## src/rtl/pair_accum.sv

```systemverilog
// pair_accum: streams even/odd word pairs from a dual-port RAM and
// accumulates their sum, pair count and (optionally) the largest word.
//
// Ports:
//   clk, reset (async, active-low), start
//   addr_a/addr_b       : even/odd address pair from the upstream counter
//   rd_data_a/rd_data_b : RAM read data, one cycle after mem_rd_en
//   mem_addr_a/b, mem_rd_en : RAM port addresses and shared read strobe
//   sum, pair_count, max_val, max_addr : pass results
//   busy, done, err     : status (err is sticky for the pass)
//
// Build option: define PAIR_ACCUM_MAX_EN to include max tracking;
// otherwise max_val/max_addr read as zero.

module pair_accum #(
    parameter int          DATA_W   = 16,
    parameter logic [13:0] END_ADDR = 14'd13312
) (
    input  logic              clk,
    input  logic              reset,
    input  logic              start,
    input  logic [13:0]       addr_a,
    input  logic [13:0]       addr_b,
    input  logic [DATA_W-1:0] rd_data_a,
    input  logic [DATA_W-1:0] rd_data_b,
    output logic [13:0]       mem_addr_a,
    output logic [13:0]       mem_addr_b,
    output logic              mem_rd_en,
    output logic [31:0]       sum,
    output logic [DATA_W-1:0] max_val,
    output logic [13:0]       max_addr,
    output logic [9:0]        pair_count,
    output logic              busy,
    output logic              done,
    output logic              err
);

    localparam logic [1:0] S_IDLE  = 2'd0;
    localparam logic [1:0] S_RUN   = 2'd1;
    localparam logic [1:0] S_DRAIN = 2'd2;
    localparam logic [1:0] S_DONE  = 2'd3;

    logic [1:0]  r_state;
    logic        r_rd_vld;
    logic [31:0] r_sum;
    logic [9:0]  r_cnt;
    logic        r_err;

    logic        w_run;
    logic        w_in_range;
    logic        w_pair_ok;
    logic        w_start_ok;
    logic [13:0] w_addr_a_p1;

    assign w_addr_a_p1 = addr_a + 14'd1;
    assign w_run       = (r_state == S_RUN);
    assign w_in_range  = (addr_a < END_ADDR);
    assign w_pair_ok   = !addr_a[0] && (addr_b == w_addr_a_p1);
    // start is only honoured from the two quiescent states
    assign w_start_ok  = start &&
                         ((r_state == S_IDLE) || (r_state == S_DONE));

    assign mem_addr_a  = addr_a;
    assign mem_addr_b  = addr_b;
    assign mem_rd_en   = w_run && w_in_range && w_pair_ok;

    assign sum         = r_sum;
    assign pair_count  = r_cnt;
    assign err         = r_err;
    assign busy        = w_run || (r_state == S_DRAIN);
    assign done        = (r_state == S_DONE);

    always_ff @(posedge clk or negedge reset) begin
        if (!reset) begin
            r_state <= S_IDLE;
        end else begin
            case (r_state)
                S_IDLE,
                S_DONE:  if (start) r_state <= S_RUN;
                S_RUN:   if (!w_in_range) r_state <= S_DRAIN;
                S_DRAIN: r_state <= S_DONE;
                default: r_state <= S_IDLE;
            endcase
        end
    end

    always_ff @(posedge clk or negedge reset) begin
        if (!reset) begin
            r_rd_vld <= 1'b0;
            r_sum    <= '0;
            r_cnt    <= '0;
            r_err    <= 1'b0;
        end else if (w_start_ok) begin
            r_rd_vld <= 1'b0;
            r_sum    <= '0;
            r_cnt    <= '0;
            r_err    <= 1'b0;
        end else begin
            r_rd_vld <= mem_rd_en;
            if (r_rd_vld) begin
                r_sum <= r_sum + 32'(rd_data_a) + 32'(rd_data_b);
                r_cnt <= r_cnt + 10'd1;
            end
            // malformed pair inside the window: skip it and flag
            if (w_run && w_in_range && !w_pair_ok)
                r_err <= 1'b1;
        end
    end

`ifdef PAIR_ACCUM_MAX_EN
    logic [13:0]       r_addr_a_q;
    logic [13:0]       r_addr_b_q;
    logic [DATA_W-1:0] r_max_val;
    logic [13:0]       r_max_addr;
    logic              w_pick_a;
    logic [DATA_W-1:0] w_cand;
    logic [13:0]       w_cand_addr;

    // ties go to the even word, so the lower address wins
    assign w_pick_a    = (rd_data_a >= rd_data_b);
    assign w_cand      = w_pick_a ? rd_data_a : rd_data_b;
    assign w_cand_addr = w_pick_a ? r_addr_a_q : r_addr_b_q;

    always_ff @(posedge clk or negedge reset) begin
        if (!reset) begin
            r_addr_a_q <= '0;
            r_addr_b_q <= '0;
            r_max_val  <= '0;
            r_max_addr <= '0;
        end else if (w_start_ok) begin
            r_addr_a_q <= '0;
            r_addr_b_q <= '0;
            r_max_val  <= '0;
            r_max_addr <= '0;
        end else begin
            r_addr_a_q <= addr_a;
            r_addr_b_q <= addr_b;
            // strict compare keeps the earliest address on equal values
            if (r_rd_vld && (w_cand > r_max_val)) begin
                r_max_val  <= w_cand;
                r_max_addr <= w_cand_addr;
            end
        end
    end

    assign max_val  = r_max_val;
    assign max_addr = r_max_addr;
`else
    assign max_val  = '0;
    assign max_addr = '0;
`endif

endmodule

```

## config.mk

```make
export PLATFORM = sky130hd
export DESIGN_NAME = pair_accum
export DESIGN_NICKNAME = d
export VERILOG_FILES = /design/src/rtl/pair_accum.sv
export SDC_FILE = /design/constraint.sdc
export NUM_CORES = 1
export LEC_CHECK = 0
export ABC_CLOCK_PERIOD_IN_PS = 7400
export BUFFER_PORTS_ARGS = -buffer_cell sky130_fd_sc_hd__buf_2
export CAP_MARGIN = 30
export CORE_MARGIN = 2
export CORE_UTILIZATION = 50
export DETAILED_ROUTE_END_ITERATION = 10
export GPL_ROUTABILITY_DRIVEN = 0
export GPL_TIMING_DRIVEN = 0
export PLACE_DENSITY = 0.82
export SYNTH_ARGS = -nofsm -noshare
export SYNTH_HDL_FRONTEND = slang
export SYNTH_SLANG_ARGS = --single-unit
```

## constraint.sdc

```tcl
create_clock -name clk -period 7.4 [get_ports clk]
set_input_delay 1.48 -clock clk [delete_from_list [all_inputs] [get_ports clk]]
set_output_delay 1.48 -clock clk [all_outputs]
set_load 0.01 [all_outputs]
```

==> reports/metrics.cfg <==
[placed_design]
dp_hpwl_um = 8270
dp_slack_ns = 2.43
port_buffers = 136

[yosys]
synth_flop_cell = dfrtp_1
syn_area_per_cell_um2 = 9.18
synthTopCellsByCount = 58 x buf_4, 46 x dfrtp_1, 45 x nor2_1, 30 x nand2_1
yosysWarnings = 0
yosysMostFrequentCell = buf_4
synthCells = 457
synth_edf_count = 0
synth.cell_area_um2 = 4200
synth-seq-cells = 46
netlist.area_leader.share = 0.274
synth_top_area_cell = dfrtp_1
netlist_top_cells_area = dfrtp_1 27%, buf_4 10%, fa_1 8.1%
ys_types = 62
ys_seq_area_frac = 0.274
async_flop_share = 1.00

[clock_tree]
clkSinkCount = 46
cts_tree = built
clk_path_buf_depth = 2
ctsHoldBuffers = 0
postCtsSetupBuffers = 0
cts_resized = 0
cts-root-buf = clkbuf_8
clk_pin_slew_worst_paths_ns = 0.09
clkLatencyLatePin_ns = 0.31
cts_buffers = 5
htree_levels = 2

[power]
finalPower_uw = 754
power_frac_clock = 0.224
swShare = 0.385
pwr-share-seq = 0.351
p_comb_frac = 0.425
intPower_uw = 463
vdd_ir_drop_max_mv = 0.0815
powerDensity_nw_per_um2 = 144
switchingPower_uw = 291
p_leak_nw = 2.72

[route]
drt_iter0_drc = 168
ant_nets = 0
wl_per_cell_um = 13.9
vias = 3885
remaining_drc_errors = 0
viasPerCell = 5.28
wirelength_um = 10200
drtPass1Iterations = 4

[sta]
skew_ns = 0.0148
max_freq_mhz = 201
worst_slack_ns = 2.42
setup_tns_ns = 0
setup_violations = 0
timing.final.hold_violations = 0
fin_crit_ns = 4.98
grt_setup_unrepaired = no
fin_crit_sh = 0.673
tightest_slew_ns = 0.823
relSlewSlack = 0.451
finalMaxSlewViolations = 0

[global_routing]
antenna_found_initial = 0
grt_usage = 0.224
gr-total-overflow = 0
grt_pass1_vias = 3725
grt_max_degree = 38
grt_pass1_wl_um = 16400

[cells_and_area]
fillCellCount = 710
area_growth_pct = 24.7
fin_nets = 731
drive_above_1_share = 0.342
diodes = 0
postLayoutCoreUtil = 0.640

[critical_path]
end_kind = output port
path_max_fanout = 8
start_kind = primary input
worstPathArrival_ns = 3.50
worstPathRequired_ns = 5.92
critical_path_class = in2out

[floorplanning]
die_h_um = 95.6
die-width_um = 95.6
io_pins = 167
core_area_um2 = 8180
dieArea_um2 = 9140
rows = 33
initial_utilization = 0.513

[job]
cap_violations = 0

[hold_path]
min_path_type = reg2reg

[outcome]
status = completed

state kept, by name (all words and copies together) (netlist names):
| name | flops |
|---|---|
| r_rd_vld | 1 |
| sum | 32 |
| err | 1 |
| r_state | 2 |
| pair_count | 10 |
cells in the final DEF (no fill, tap or decap), types with 5 or more instances in the layout:
master and count:
dfrtp_1 46, nor2b_1 5, a21o_1 5, or3_1 7
clkbuf_1 6, or4_1 8, nor2_1 45, nand2_1 30
xnor2_1 17, a21oi_1 15, and3_1 5, nand3_1 19
nor3_1 5, xor2_1 21, buf_2 137, inv_1 9
nand4_1 10, mux2i_1 14, ha_1 21, and2_1 5
o211ai_1 9, fa_1 17, buf_4 58, o21ai_0 13
clkbuf_8 6, conb_1 30
stage by stage:
step                area [µm²]  std cells  hold WS [ns]
CTS                       5230        736         0.514
global route              5230        736         0.540
detailed placement        5140        728         0.484
global placement          5120        727         0.473
floorplan                 4300        486         0.530
finish                    5230        736         0.507
power by group through the flow:
stage	logic, mW	registers [mW]	clock network, mW
finish	0.320	0.265	0.169
global route	0.359	0.266	0.181
floorplan	0.215	0.270	0
CTS	0.322	0.265	0.170
global placement	0.313	0.269	0
detailed placement	0.320	0.270	0
worst paths after layout:
| path | start | endpoint | slack, ns | cells after the start |
|---|---|---|---|---|
| worst max-delay path | addr_a[0] | mem_rd_en | 2.42 | 10 |
| worst min-delay path | err | err | 0.51 | 1 |
| worst max register to register | sum[1] | sum[17] | 4.15 | 11 |
| worst min register to register | err | err | 0.51 | 1 |
| max in group asynchronous | reset | err | 5.89 | 2 |
| min in group asynchronous | reset | sum[12] | 1.04 | 1 |
cell type report:
type	instances	area [µm²]	share of cell area
flip-flops and latches	46	1150	0.220
inverters	9	33.8	0.00646
repair buffers	137	701	0.134
well taps	105	131	0.0251
clock buffers	7	86.3	0.0165
multi-input cells	362	2630	0.503
plain buffers	69	485	0.0928
clock inverters	1	8.76	0.00167
critical path, stage by stage:
cell     delay (ns)
buf_2          0.14
ha_1           0.15
buf_2          0.17
nand4_1        0.24
o31ai_1        0.30
a31oi_1        0.11
a31o_1         0.21
nor4_1         0.34
nor2b_1        0.20
buf_2          0.16
kinds of logic (layout without fill, tap and decap cells):
group / after synthesis / count (layout) / synth area share
buffers and inverters: 78 / 223 / 0.124
AOI/OAI and AO/OA: 82 / 82 / 0.142
xor gates and xnor gates: 38 / 38 / 0.0793
muxes: 15 / 15 / 0.0361
and+or+nand+nor: 159 / 159 / 0.200
DFF: 46 / 46 / 0.274
adders and majority gates: 38 / 38 / 0.144
other: 1 / 30 / 0.000894
per-layer routing:
| layer | vias up | wire length, µm | track usage |
|---|---|---|---|
| li1 | 1898 | - | - |
| met1 | 1842 | 4310 | 0.282 |
| met2 | 128 | 5120 | 0.380 |
| met3 | 17 | 647 | 0.0451 |
| met4 | 0 | 150 | 0.0786 |
| met5 | - | 0 | 0 |
No activity file was read; power rests on OpenSTA's default activity.
